[src/rtl/uart_pkg.sv]
// Shared constants for the UART transmit arbiter: FSM encoding and default sizing.
package uart_pkg;

  localparam int unsigned NREQ_DEF    = 4;
  localparam int unsigned TMO_CYC_DEF = 1024;

  localparam logic [2:0] ST_IDLE = 3'd0;
  localparam logic [2:0] ST_LOAD = 3'd1;
  localparam logic [2:0] ST_STRB = 3'd2;
  localparam logic [2:0] ST_WBSY = 3'd3;
  localparam logic [2:0] ST_WRDY = 3'd4;

  // Counter width able to hold n-1, never narrower than one bit.
  function automatic int unsigned cnt_width(input int unsigned n);
    return (n > 2) ? $clog2(n) : 1;
  endfunction

endpackage

[src/rtl/uart_tx_arb_rr_pick.sv]
// Combinational round-robin picker: first set request after 'last', wrapping.
module rr_pick #(
  parameter  int unsigned NREQ = 4,
  localparam int unsigned IW   = $clog2(NREQ)
) (
  input  logic [NREQ-1:0] req,
  input  logic [IW-1:0]   last,
  output logic            hit,
  output logic [IW-1:0]   idx
);

  int unsigned cand;

  always_comb begin
    hit  = 1'b0;
    idx  = last;
    cand = 0;
    // k = NREQ lands back on 'last' itself, so it is considered last.
    for (int unsigned k = 1; k <= NREQ; k++) begin
      cand = (32'(last) + k) % NREQ;
      if (!hit && req[IW'(cand)]) begin
        hit = 1'b1;
        idx = IW'(cand);
      end
    end
  end

endmodule

[src/rtl/uart_tx_arb.sv]
// Arbitrates NREQ byte requesters onto a single UART transmitter, one byte in flight.
module uart_tx_arb
  import uart_pkg::*;
#(
  parameter  int unsigned NREQ    = NREQ_DEF,
  parameter  int unsigned TMO_CYC = TMO_CYC_DEF,
  localparam int unsigned IW      = $clog2(NREQ)
) (
  input  logic              clk24m,
  input  logic              rst,
  input  logic [NREQ-1:0]   req_vld,
  input  logic [8*NREQ-1:0] req_dat,
  output logic [NREQ-1:0]   req_rdy,
  output logic [7:0]        tx_dat,
  output logic              tx_wrn,
  input  logic              tx_tbre,
  input  logic              tx_tsre,
  output logic [IW-1:0]     gnt_id,
  output logic              busy,
  output logic              tmo_err,
  output logic              tx_idle
);

  localparam int unsigned CW = cnt_width(TMO_CYC);

  logic [2:0]      state, state_nxt;
  logic [CW-1:0]   cnt, cnt_nxt;
  logic [IW-1:0]   last_gnt, last_nxt;
  logic [IW-1:0]   gnt_nxt;
  logic [NREQ-1:0] rdy_nxt;
  logic [7:0]      dat_nxt;
  logic            wrn_nxt, busy_nxt, tmo_nxt;
  logic            pick_hit;
  logic [IW-1:0]   pick_idx;

  rr_pick #(.NREQ(NREQ)) u_pick (
    .req  (req_vld),
    .last (last_gnt),
    .hit  (pick_hit),
    .idx  (pick_idx)
  );

  // Status for upstream: arbiter parked and transmitter fully drained.
  assign tx_idle = (state == ST_IDLE) & tx_tbre & tx_tsre;

  always_ff @(posedge clk24m or negedge rst) begin
    if (!rst) begin
      state    <= ST_IDLE;
      cnt      <= '0;
      last_gnt <= IW'(NREQ - 1);
      gnt_id   <= '0;
      req_rdy  <= '0;
      tx_dat   <= 8'h00;
      tx_wrn   <= 1'b0;
      busy     <= 1'b0;
      tmo_err  <= 1'b0;
    end else begin
      state    <= state_nxt;
      cnt      <= cnt_nxt;
      last_gnt <= last_nxt;
      gnt_id   <= gnt_nxt;
      req_rdy  <= rdy_nxt;
      tx_dat   <= dat_nxt;
      tx_wrn   <= wrn_nxt;
      busy     <= busy_nxt;
      tmo_err  <= tmo_nxt;
    end
  end

  // Next-state and next-output logic; outputs are registered one cycle after decision.
  always_comb begin
    state_nxt = state;
    cnt_nxt   = '0;
    last_nxt  = last_gnt;
    gnt_nxt   = gnt_id;
    rdy_nxt   = '0;
    dat_nxt   = tx_dat;
    wrn_nxt   = 1'b0;
    tmo_nxt   = 1'b0;

    case (state)
      ST_IDLE: begin
        if (pick_hit && tx_tbre) begin
          state_nxt = ST_LOAD;
          dat_nxt   = req_dat[{pick_idx, 3'b000} +: 8];
          gnt_nxt   = pick_idx;
          last_nxt  = pick_idx;
          rdy_nxt   = NREQ'(1) << pick_idx;
        end
      end
      ST_LOAD: begin
        state_nxt = ST_STRB;
        wrn_nxt   = 1'b1;
      end
      ST_STRB: state_nxt = ST_WBSY;
      ST_WBSY: begin
        if (!tx_tbre) begin
          state_nxt = ST_WRDY;
        end else if (cnt == CW'(TMO_CYC - 1)) begin
          // Byte is dropped: the requester was already acknowledged.
          state_nxt = ST_IDLE;
          tmo_nxt   = 1'b1;
        end else begin
          cnt_nxt = cnt + CW'(1);
        end
      end
      ST_WRDY: begin
        if (tx_tbre) state_nxt = ST_IDLE;
      end
      default: state_nxt = ST_IDLE;
    endcase

    busy_nxt = (state_nxt != ST_IDLE);
  end

endmodule
[config.mk]
export PLATFORM = sky130hd
export DESIGN_NAME = uart_tx_arb
export DESIGN_NICKNAME = d
export VERILOG_FILES = /design/src/rtl/uart_pkg.sv /design/src/rtl/uart_tx_arb_rr_pick.sv /design/src/rtl/uart_tx_arb.sv
export SDC_FILE = /design/constraint.sdc
export NUM_CORES = 1
export LEC_CHECK = 0
export BUFFER_PORTS_ARGS = -buffer_cell sky130_fd_sc_hd__buf_2
export CAP_MARGIN = 15
export CORE_MARGIN = 8
export CORE_UTILIZATION = 35
export DETAILED_ROUTE_END_ITERATION = 8
export PLACE_DENSITY = 0.56
export RECOVER_POWER = 100
export SLEW_MARGIN = 20
export SYNTH_ARGS = -nofsm -noshare
export SYNTH_HDL_FRONTEND = slang
export SYNTH_SLANG_ARGS = --single-unit
[constraint.sdc]
create_clock -name clk24m -period 2.45 [get_ports clk24m]
set_clock_uncertainty 0.15 [all_clocks]
set_input_delay 0.49 -clock clk24m [delete_from_list [all_inputs] [get_ports clk24m]]
set_output_delay 0.49 -clock clk24m [all_outputs]
set_load 0.02 [all_outputs]
==> results of run 1 <==
[worst max path at each step]
| stage | slack, ps | depth (start not counted) | to | startpoint |
|---|---|---|---|---|
| 4_1_cts | 220 | 3 | tx_idle | state[1]$_DFF_PN0_ |
| 6_report | 260 | 3 | tx_idle | state[1]$_DFF_PN0_ |
| 3_5_place_dp | 240 | 5 | tx_dat[2]$_DFFE_PN0P_ | last_gnt[1]$_DFFE_PN1P_ |
| 3_3_place_gp | 250 | 5 | tx_dat[6]$_DFFE_PN0P_ | tx_tbre |
| 2_1_floorplan | 550 | 7 | tx_dat[0]$_DFFE_PN0P_ | last_gnt[1]$_DFFE_PN1P_ |
| 5_1_grt | 110 | 5 | tx_dat[4]$_DFFE_PN0P_ | last_gnt[1]$_DFFE_PN1P_ |
[metal layers]
layer,vias to the layer above,track usage,part of all wire
met2,47,0.1743,0.42
met5,-,0,0
li1,715,-,-
met1,643,0.1580,0.49
met4,0,0.04382,0.012
met3,6,0.05671,0.084
[critical path, delay by kind of cell, from the launching register on]
kind / cells / cell delay, ps
buffers and inverters: 1 / 160
AND/OR/NAND/NOR: 2 / 640
flip-flops: 1 / 470
[area by class of cell]
type / count / area [µm²]
clock inverters: 2 / 35.03
well taps: 67 / 83.83
fillers: 484 / 2676
inverters: 4 / 15.01
multi-input cells: 121 / 810.8
repair buffers: 61 / 289.0
clock buffers: 6 / 72.57
flip-flops and latches: 32 / 803.3
[state kept, by name, summed over array words and instances (netlist names)]
name / flops
tx_dat: 8
req_rdy: 4
busy: 1
tmo_err: 1
tx_wrn: 1
state: 3
gnt_id: 2
last_gnt: 2
cnt: 10
[kinds of logic after synthesis]
logic type	Yosys count
and+or+nand+nor	63
AOI/OAI and AO/OA	40
DFF	32
buffers and inverters	13
muxes	9
xor gates and xnor gates	8
adders and majority gates	1
[synthesized netlist by cell type (2+ instances only)]
cell      number  area share
xnor2_1        2       0.010
and3_1         4       0.014
a221oi_2       7       0.060
a31o_2         6       0.030
a211oi_2       2       0.014
a211oi_1       2      0.0086
nand2_1        8       0.017
and4_1         2       0.010
o21ai_0        2      0.0057
a31oi_4        2       0.024
nor3_1         5       0.014
nand2b_1       2      0.0072
buf_2          3      0.0086
nor2_1        27       0.058
dfstp_2        2       0.030
a21o_1         2      0.0086
dfrtp_1       30        0.43
xor2_1         6       0.030
and2_1         3       0.011
inv_1          4      0.0086
a21oi_1       12       0.034
buf_6          3       0.019
mux2i_1        9       0.052
nor2b_1        3       0.011
nand3_1        5       0.014
buf_4          2      0.0086
[report_power, final]
| part | total (mW) | switching [mW] | leakage [nW] | internal [mW] |
|---|---|---|---|---|
| registers | 0.826 | 0.136 | 0.402 | 0.690 |
| clock network | 0.496 | 0.195 | 0.0552 | 0.302 |
| logic | 0.952 | 0.577 | 0.492 | 0.375 |
[per-stage QoR]
step           instances  worst slack, ps  area (µm²)  utilization
3_3_place_gp         285            246.6        2079       0.4345
4_1_cts              293            217.4        2187       0.4570
2_1_floorplan        166            549.2        1748            -
5_1_grt              293            110.2        2110       0.4408
6_report             293            255.7        2110       0.4408
3_5_place_dp         285            238.0        2079       0.4345
==> results_tabular.tex, run 1 <==
\begin{tabular}{lr}
\hline
Metric & Value \\
\hline
\multicolumn{2}{l}{\textbf{Logic synthesis}} \\
Post-synthesis cell count & around 170 \\
Share of synthesized area occupied by flip-flops and latches & 0.4596 \\
Post-Synth Simple-Gate Area & 0.1782 \\
Average size of a mapped cell & between 10 and 15 µm² \\
Number of enable-type register cells in the synthesized netlist & 0 \\
Multiplexer share of the synthesized area & 0.05154 \\
Ys flop type & dfrtp\_1 \\
Number of warnings printed during yosys synthesis & 0 \\
Post-synth net total & slightly above 200 \\
Main combinational cell family by area after synthesis & compound AO/OA/AOI/OAI gates \\
Distinct cell type count of the synthesized netlist & 37 \\
Share of async-settable or async-resettable flops after synthesis & 1.000 \\
\#FFs+latches synth & 32 \\
Post-synth design cell area & $\sim$1700 µm² \\
Synth Area in Compound Gates & 0.2162 \\
Post-Synth Adder-Cell Area & 0.007158 \\
XOR/XNOR share of the synthesized area & 0.04009 \\
\multicolumn{2}{l}{\textbf{Worst setup path}} \\
Delay of the slowest cell on the worst path & approximately 470 ps \\
Kind of end point of the critical path & output pin \\
Critical path cell sequence & nor4b\_2, and2\_0, buf\_2 \\
Launching point of the worst reg2reg path & state[1]\$\_DFF\_PN0\_ \\
End of the worst register-to-register path & tx\_dat[5]\$\_DFFE\_PN0P\_ \\
Maximum fanout count along the critical path & 8 \\
R2R Setup Slk & approximately 300 ps \\
Critical path class & reg2out \\
Data required time of the worst path & about 1800 ps \\
Arrival time at the worst endpoint & approximately 1600 ps \\
R2r worst-path depth & 5 \\
Slowest library cell on the worst path & dfrtp\_1 \\
Kind of launch point of the worst setup path & register \\
\multicolumn{2}{l}{\textbf{Clocking}} \\
Number of clock sinks & 32 \\
Cts hold-fix bufs & 0 \\
Max Root-Sink Buffers & 2 \\
Post-CTS Repair Setup Buffers & 0 \\
TritonCTS clock tree & yes \\
CTS clock-pin slew for the worst setup and hold paths & approximately 60 ps \\
Count of H-tree levels built during CTS & 2 \\
Number of resized instances in the post-cts repair step & 0 \\
Clock tree root buffer cell & clkbuf\_8 \\
Source-to-sink clock delay at the later pin of the worst-skew pair & 280 ps \\
Inserted Clock Buffers & 5 \\
\multicolumn{2}{l}{\textbf{Final layout}} \\
Share of final-layout standard cells stronger than drive strength 1 & 0.2832 \\
Post-layout nets & between 200 and 300 \\
Area added between synthesis and finish & 20.69\% \\
Leading cell type in the layout, fill and taps excluded & buf\_2 \\
Most frequent cells in the layout & buf\_2, dfrtp\_1, nor2\_1 \\
Antenna diodes & 0 \\
\multicolumn{2}{l}{\textbf{Global routing}} \\
Vias in the first global route & between 1.5k and 2k \\
Maximum number of pins on one net before global-route repair & 33 \\
Number of antenna violations at the first check in global routing & 0 \\
Combined global-route utilization of all metal layers & 0.1228 \\
Sum of overflow across all layers after global routing & 0 \\
Global-route wire length before repair & 7.341 mm \\
\multicolumn{2}{l}{\textbf{Floorplan}} \\
Horizontal extent of the die & $\sim$87 µm \\
Effective utilization at floorplan & 0.3652 \\
Die ar. & about 7500 µm² \\
Floorplan die height & about 87 µm \\
Placement Rows & 25 \\
Core Footprint & 4786 µm² \\
I/O pins & slightly below 60 \\
\multicolumn{2}{l}{\textbf{Timing}} \\
Max Freq & $\sim$460 MHz \\
Worst Max-Slew Pin Slew & roughly 1700 ps \\
Setup repair after global routing missed its margin & false \\
Final setup violation count & 0 \\
Setup TNS & 0 ps \\
Hold slack & slightly above 300 ps \\
Headroom to the max-slew limit & -0.1433 \\
Fraction of the cycle the final worst path needs & 0.8956 \\
Slew Limit Fails & 33 \\
Final Hold Vio Count & 0 \\
Final critical delay including setup and external delays & between 2000 and 2500 ps \\
\multicolumn{2}{l}{\textbf{Drt}} \\
Vias per inst & about 4.8 \\
Vias after detailed routing & approximately 1.4k \\
Number of iterations in the first detailed-routing pass & 4 \\
Number of violations reported at the end of detailed-routing iteration 0 & 46 \\
Remaining antenna violation count after routing & 0 \\
DRC violation count after routing & 0 \\
Wire length per cell & 14.88 µm \\
Detailed Route WL & 4.360 mm \\
\multicolumn{2}{l}{\textbf{Hold path}} \\
Min-Delay Endpoint & state[2]\$\_DFF\_PN0\_ \\
Type of the most critical hold path & in2reg \\
Critical hold path startpoint & tx\_tbre \\
Hold path cells & 2 \\
\multicolumn{2}{l}{\textbf{Power and ir drop}} \\
Power density over cell area & approximately 1100 nW/µm² \\
Leakage & between 0.9 and 1 nW \\
Peak VDD IR & between 400 and 500 µV \\
Total Power Consumption & roughly 2.3 mW \\
\multicolumn{2}{l}{\textbf{Placement}} \\
Input/output buffers & 57 \\
Half-perimeter wire length after detailed placement & about 3.3 mm \\
Final Wtd Congestion & between 0.7 and 0.8 \\
\multicolumn{2}{l}{\textbf{Run}} \\
Max Cap Violations & 1 \\
\multicolumn{2}{l}{\textbf{Outcome}} \\
Violated checks & capacitance limit, slew limit \\
Run status & complete, but fails checks \\
\hline
\end{tabular}
(Power assumes the default switching activity.)
==> run 2: changes to the inputs <==
Settings changed: ABC_AREA from default to 1, PLACE_DENSITY 0.56 to 0.55.
==> run 2 against run 1 <==
Effect of this change: the flow still finishes with violations (capacitance limit, slew limit); first-iteration DRC count rose by 96%; final cell count rose by 26%; setup slack improved by 48 ps; global-route usage rose by 0.18 points; critical path depth rose by 9; design area rose by 9.0%; critical endpoint is now tx_dat[2]$_DFFE_PN0P_; register-to-register slack barely moved; highest routed layer unchanged; synthesized area rose by 9.9%; clock power barely moved.
==> results_tabular.tex, run 2 <==
\begin{tabular}{lr}
\hline
Metric & Value \\
\hline
\multicolumn{2}{l}{\textbf{Final layout}} \\
Most frequent cells in the layout & nand2\_1, nand3\_1, buf\_2 \\
Antenna diodes & 0 \\
Share of final-layout standard cells stronger than drive strength 1 & 0.2819 \\
Flip-flop count of the largest register, all copies and words added & 10 \\
Number of inserted filler cells in the final layout & just under 600 \\
Largest registers ranked by flip-flop count & cnt x10, tx\_dat x8, req\_rdy x4 \\
Leading cell type in the layout, fill and taps excluded & nand2\_1 \\
Area added between synthesis and finish & 19.74\% \\
Non-filler instance count after layout & 370 \\
Area of combinational cells with multiple inputs & between 900 and 1000 µm² \\
Register ranked first by flip-flop count & cnt \\
Area occupied by registers & around 800 µm² \\
Post-layout nets & approximately 340 \\
\multicolumn{2}{l}{\textbf{Logic synthesis}} \\
Synth Area in Compound Gates & 0.02671 \\
Most used standard cells in the synthesized netlist & nand2\_1, nand3\_1, dfrtp\_1 \\
Main combinational cell family by area after synthesis & simple AND/OR/NAND/NOR gates \\
Yosys top cell by area & dfrtp\_1 \\
Post-synthesis cell count & roughly 240 \\
Distinct cell type count of the synthesized netlist & 34 \\
Number of warnings printed during yosys synthesis & 0 \\
Number of enable-type register cells in the synthesized netlist & 0 \\
Average size of a mapped cell & between 8 and 9 µm² \\
Share of async-settable or async-resettable flops after synthesis & 1.000 \\
Leading cell types by total area after synthesis & dfrtp\_1, nand2\_1, nand3\_1 \\
\#FFs+latches synth & 32 \\
Post-synth net total & around 280 \\
Share of synthesized area occupied by flip-flops and latches & 0.4182 \\
Post-synth design cell area & approximately 1900 µm² \\
Most repeated cell in the gate-level netlist after synthesis & nand2\_1 \\
XOR/XNOR share of the synthesized area & 0.02280 \\
Post-Synth Simple-Gate Area & 0.4586 \\
Share of the synthesized area in the top cell type & 0.3909 \\
Ys flop type & dfrtp\_1 \\
Multiplexer share of the synthesized area & 0 \\
Post-Synth Adder-Cell Area & 0.006515 \\
\multicolumn{2}{l}{\textbf{Outcome}} \\
Run status & complete, but fails checks \\
Violated checks & capacitance limit, slew limit \\
\multicolumn{2}{l}{\textbf{Drt}} \\
Detailed Route WL & around 4.8 mm \\
DRC violation count after routing & 0 \\
Vias after detailed routing & around 1.8k \\
Wire length per cell & 13.07 µm \\
Number of violations reported at the end of detailed-routing iteration 0 & 90 \\
Number of iterations in the first detailed-routing pass & 4 \\
Vias per inst & between 4 and 5 \\
Remaining antenna violation count after routing & 0 \\
\multicolumn{2}{l}{\textbf{Worst setup path}} \\
Critical path cell sequence & inv\_8, nand2\_1, nand2\_2, nand2\_1, nand2\_2, inv\_4, nand3\_1, nand3\_2, nand2\_2, nor2\_8, nand2\_1, nand3\_1 \\
Maximum fanout count along the critical path & 12 \\
Kind of end point of the critical path & register \\
Arrival time at the worst endpoint & about 2200 ps \\
Critical path class & reg2reg \\
Delay of the slowest cell on the worst path & approximately 700 ps \\
Slowest library cell on the worst path & dfstp\_2 \\
R2R Setup Slk & a little over 300 ps \\
Data required time of the worst path & $\sim$2500 ps \\
Kind of launch point of the worst setup path & register \\
Delay-heaviest family, CP & simple AND/OR/NAND/NOR gates \\
Crit path buffers/inverters & 2 \\
\multicolumn{2}{l}{\textbf{Clocking}} \\
Clock tree root buffer cell & clkbuf\_8 \\
TritonCTS clock tree & yes \\
CTS clock-pin slew for the worst setup and hold paths & roughly 70 ps \\
Post-CTS Repair Setup Buffers & 0 \\
Max Root-Sink Buffers & 2 \\
Cts hold-fix bufs & 0 \\
Count of H-tree levels built during CTS & 2 \\
Inserted Clock Buffers & 5 \\
Number of resized instances in the post-cts repair step & 0 \\
Source-to-sink clock delay at the later pin of the worst-skew pair & $\sim$280 ps \\
Number of clock sinks & 32 \\
\multicolumn{2}{l}{\textbf{Global routing}} \\
Number of antenna violations at the first check in global routing & 0 \\
Maximum number of pins on one net before global-route repair & 33 \\
Global-route wire length before repair & approximately 8.4 mm \\
Sum of overflow across all layers after global routing & 0 \\
Combined global-route utilization of all metal layers & 0.1246 \\
Vias in the first global route & $\sim$1.9k \\
\multicolumn{2}{l}{\textbf{Placement}} \\
Half-perimeter wire length after detailed placement & between 3 and 4 mm \\
Input/output buffers & 57 \\
Number of instances in the placed design & around 360 \\
Final Wtd Congestion & between 0.7 and 0.8 \\
\multicolumn{2}{l}{\textbf{Power and ir drop}} \\
Power density over cell area & 1401 nW/µm² \\
Clock network power share & 0.155 \\
Net switching power figure & 1.663 mW \\
Power Internal & roughly 1.6 mW \\
Share of power burned in registers & 0.257 \\
Leakage & about 1.2 nW \\
Sw Share & 0.5164 \\
Peak VDD IR & around 550 µV \\
Combinational Power Share & 0.588 \\
\multicolumn{2}{l}{\textbf{Timing}} \\
Setup TNS & 0 ps \\
Fraction of the cycle the final worst path needs & 0.8759 \\
Final Hold Vio Count & 0 \\
Final setup violation count & 0 \\
Worst Max-Slew Pin Slew & 1725 ps \\
Headroom to the max-slew limit & -0.1501 \\
Final critical delay including setup and external delays & $\sim$2100 ps \\
Setup repair after global routing missed its margin & false \\
Max Freq & 466.0 MHz \\
Hold slack & around 310 ps \\
Slew Limit Fails & 33 \\
\multicolumn{2}{l}{\textbf{Floorplan}} \\
Core Footprint & $\sim$5400 µm² \\
Horizontal extent of the die & about 90 µm \\
I/O pins & 58 \\
Placement Rows & 27 \\
Effective utilization at floorplan & 0.3553 \\
Die ar. & a little over 8000 µm² \\
Floorplan die height & 90.08 µm \\
\multicolumn{2}{l}{\textbf{Hold path}} \\
Type of the most critical hold path & reg2reg \\
\multicolumn{2}{l}{\textbf{Run}} \\
Max Cap Violations & 1 \\
\hline
\end{tabular}
==> run 2: cell types whose count changed after synthesis, moves of 6 or more <==
cell / delta
nand2_4: +7
a31o_2: -6
a21oi_1: -7
nand2_2: +17
nand2_1: +61
nor2_1: -10
a221oi_2: -7
nand3_1: +36
mux2i_1: -9
==> run 2: power by group through the flow <==
stage          sequential, mW  combinational [mW]  clock (mW)
3_5_place_dp            0.832                1.98           0
2_1_floorplan           0.926                1.57           0
3_3_place_gp            0.838                1.96           0
4_1_cts                 0.827                1.98       0.512
6_report                0.829                1.89       0.499
5_1_grt                 0.855                2.15       0.538
==> run 2: worst reg2reg max path, delay by kind of cell (launching register included) <==
| family | cells | cell delay (ps) |
|---|---|---|
| buffers and inverters | 2 | 180 |
| flip-flops | 1 | 700 |
| AND/OR/NAND/NOR | 10 | 1040 |
==> run 2: path summary, 6_finish.rpt <==
check / startpoint / endpoint / depth (start not counted)
min in group asynchronous: rst / busy$_DFF_PN0_ / 1
max: last_gnt[0]$_DFFE_PN1P_ / tx_dat[2]$_DFFE_PN0P_ / 12
min reg2reg: cnt[0]$_DFF_PN0_ / cnt[0]$_DFF_PN0_ / 1
max reg2reg: last_gnt[0]$_DFFE_PN1P_ / tx_dat[2]$_DFFE_PN0P_ / 12
max in group asynchronous: rst / cnt[5]$_DFF_PN0_ / 1
min: cnt[0]$_DFF_PN0_ / cnt[0]$_DFF_PN0_ / 1
==> run 2: routing by layer <==
metal	GRT usage	routed length, µm
met1	0.1497	2227
met2	0.2012	2268
met5	0	0
met3	0.04406	294
met4	0.04300	44
==> run 2: final cells by class <==
class                           count  area share
Clock buffer                        6     0.03156
Clock inverter                      2     0.01523
Inverter                           15     0.02884
Multi-Input combinational cell    185      0.4200
Sequential cell                    32      0.3493
Tap cell                           72     0.03917
Timing Repair Buffer               58      0.1159
==> run 2: cell families after synthesis <==
| group | after synthesis |
|---|---|
| and+or+nand+nor | 169 |
| xor gates and xnor gates | 5 |
| adders and majority gates | 1 |
| AOI/OAI and AO/OA | 10 |
| DFF | 32 |
| buffers and inverters | 21 |
==> run 2: through the flow <==
step                      power [mW]  instance area [µm²]  utilization  worst slack [ps]
final                          3.221                 2300       0.4255             304.0
after global routing           3.546                 2300       0.4255             82.13
after CTS                      3.321                 2349       0.4345             288.2
after detailed placement       2.812                 2241       0.4146             290.6
after global placement         2.801                 2241       0.4146             308.3
after floorplan                2.499                 1921            -             582.9
==> run 3: changes to the inputs <==
Clock period 2.45 ns to 2.47 ns, I/O delays scaled along.
==> run 3 against run 2 <==
Effect of this change: the flow still finishes with violations (capacitance limit, slew limit); flip-flop and latch count did not move; combinational power barely moved; register-to-register slack better by 20 ps; power fell by 1.1%; critical path depth unchanged.
==> results_tabular.tex, run 3 (synthesis results as in run 2) <==
\begin{tabular}{lr}
\hline
Metric & Value \\
\hline
\multicolumn{2}{l}{\textbf{Final layout}} \\
Final design area excluding fillers & 2297 µm² \\
Post-layout nets & 338 \\
Most frequent cells in the layout & nand2\_1, nand3\_1, buf\_2 \\
Register ranked first by flip-flop count & cnt \\
Number of inserted filler cells in the final layout & 587 \\
Area added between synthesis and finish & 19.61\% \\
Leading cell type in the layout, fill and taps excluded & nand2\_1 \\
Flip-flop count of the largest register, all copies and words added & 10 \\
Antenna diodes & 0 \\
Share of final-layout standard cells stronger than drive strength 1 & 0.2785 \\
Largest registers ranked by flip-flop count & cnt x10, tx\_dat x8, req\_rdy x4 \\
\multicolumn{2}{l}{\textbf{Clocking}} \\
Cts hold-fix bufs & 0 \\
TritonCTS clock tree & yes \\
Count of H-tree levels built during CTS & 2 \\
Source-to-sink clock delay at the later pin of the worst-skew pair & between 200 and 300 ps \\
Clock tree root buffer cell & clkbuf\_8 \\
Post-CTS Repair Setup Buffers & 0 \\
Number of clock sinks & 32 \\
Inserted Clock Buffers & 5 \\
CTS clock-pin slew for the worst setup and hold paths & about 70 ps \\
Max Root-Sink Buffers & 2 \\
Number of resized instances in the post-cts repair step & 0 \\
\multicolumn{2}{l}{\textbf{Drt}} \\
DRC violation count after routing & 0 \\
Routed wire length on met3 & around 330 µm \\
Number of iterations in the first detailed-routing pass & 4 \\
Wire length per cell & roughly 13 µm \\
Highest metal layer with signal wires & met4 \\
Vias per inst & 4.743 \\
Number of violations reported at the end of detailed-routing iteration 0 & 90 \\
Detailed Route WL & about 4.8 mm \\
Met1 wire length & 2.174 mm \\
Length of routed met2 wiring & about 2.3 mm \\
Remaining antenna violation count after routing & 0 \\
Vias after detailed routing & around 1.8k \\
\multicolumn{2}{l}{\textbf{Timing}} \\
Final Hold Vio Count & 0 \\
Final setup margin & between 300 and 400 ps \\
Final setup violation count & 0 \\
Fraction of the cycle the final worst path needs & 0.8685 \\
Max Freq & 466.2 MHz \\
Headroom to the max-slew limit & -0.1502 \\
Worst Max-Slew Pin Slew & 1725 ps \\
Setup TNS & 0 ps \\
Slew Limit Fails & 33 \\
Final critical delay including setup and external delays & approximately 2100 ps \\
Setup repair after global routing missed its margin & false \\
\multicolumn{2}{l}{\textbf{Global routing}} \\
Combined global-route utilization of all metal layers & 0.1246 \\
Vias in the first global route & between 1.5k and 2k \\
Maximum number of pins on one net before global-route repair & 33 \\
Global-route wire length before repair & between 8 and 9 mm \\
Number of antenna violations at the first check in global routing & 0 \\
Sum of overflow across all layers after global routing & 0 \\
\multicolumn{2}{l}{\textbf{Worst setup path}} \\
Delay of the slowest cell on the worst path & around 700 ps \\
Launching point of the worst reg2reg path & last\_gnt[0]\$\_DFFE\_PN1P\_ \\
Data required time of the worst path & approximately 2500 ps \\
Maximum fanout count along the critical path & 12 \\
Slowest library cell on the worst path & dfstp\_2 \\
Critical path cell sequence & inv\_8, nand2\_1, nand2\_2, nand2\_1, nand2\_2, inv\_4, nand3\_1, nand3\_2, nand2\_2, nor2\_8, nand2\_1, nand3\_1 \\
Launch point of the critical path & last\_gnt[0]\$\_DFFE\_PN1P\_ \\
Kind of end point of the critical path & register \\
Critical path class & reg2reg \\
Kind of launch point of the worst setup path & register \\
Arrival time at the worst endpoint & around 2200 ps \\
\multicolumn{2}{l}{\textbf{Placement}} \\
Half-perimeter wire length after detailed placement & 3.732 mm \\
Post-place instance area & roughly 2200 µm² \\
Input/output buffers & 57 \\
Worst slack, placed & 310.6 ps \\
Final Wtd Congestion & 0.7837 \\
\multicolumn{2}{l}{\textbf{Floorplan}} \\
Effective utilization at floorplan & 0.3553 \\
Die ar. & slightly above 8000 µm² \\
I/O pins & 58 \\
Horizontal extent of the die & 90.08 µm \\
Placement Rows & 27 \\
Core Footprint & 5405 µm² \\
Floorplan die height & between 90 and 100 µm \\
\multicolumn{2}{l}{\textbf{Run}} \\
Max Cap Violations & 1 \\
\multicolumn{2}{l}{\textbf{Hold path}} \\
Type of the most critical hold path & reg2reg \\
Critical hold path startpoint & cnt[0]\$\_DFF\_PN0\_ \\
\multicolumn{2}{l}{\textbf{Power and ir drop}} \\
Leakage & between 1 and 1.5 nW \\
Peak VDD IR & around 530 µV \\
Power density over cell area & about 1400 nW/µm² \\
Total Power Consumption & around 3.2 mW \\
\multicolumn{2}{l}{\textbf{Outcome}} \\
Violated checks & capacitance limit, slew limit \\
Run status & complete, but fails checks \\
\hline
\end{tabular}
## run 3: report_power, final
| part | switching, mW | internal [mW] | leakage (nW) |
|---|---|---|---|
| Sequential | 0.125 | 0.697 | 0.415 |
| Combinational | 1.32 | 0.547 | 0.715 |
| Clock | 0.196 | 0.299 | 0.0552 |
## run 3: worst max-delay path: cells and delay by family, from the launching register on
| kind | cells | cell delay, ps |
|---|---|---|
| DFF | 1 | 700 |
| and+or+nand+nor | 10 | 1040 |
| buffers and inverters | 2 | 180 |
## run 3: area by class of cell
cell class | count | area [µm²] | area share
clock buffers | 6 | 72.57 | 0.03159
well taps | 72 | 90.09 | 0.03922
clock inverters | 2 | 35.03 | 0.01525
flip-flops and latches | 32 | 803.3 | 0.3497
multi-input cells | 185 | 963.4 | 0.4194
repair buffers | 58 | 266.5 | 0.1160
inverters | 15 | 66.31 | 0.02887
## run 3: final timing paths
check | to | slack, ps | depth (start not counted)
worst max-delay path | tx_dat[2]$_DFFE_PN0P_ | 320 | 12
worst min-delay path | cnt[0]$_DFF_PN0_ | 310 | 1
worst max register to register | tx_dat[2]$_DFFE_PN0P_ | 320 | 12
worst min register to register | cnt[0]$_DFF_PN0_ | 310 | 1
max in group asynchronous | cnt[5]$_DFF_PN0_ | 660 | 1
min in group asynchronous | busy$_DFF_PN0_ | 500 | 1
## run 3: metal layers
metal  GRT usage  up-vias
met4     0.04300        0
li1            -      895
met1      0.1497      802
met2      0.2012       53
met3     0.04406        5
met5           0        -
## run 3: metrics by stage
step,utilization,instances,hold slack [ps]
2_1_floorplan,-,238,48.41
3_3_place_gp,0.4146,362,299.8
3_5_place_dp,0.4146,362,307.8
4_1_cts,0.4345,370,137.8
5_1_grt,0.4250,370,338.8
6_report,0.4250,370,312.6
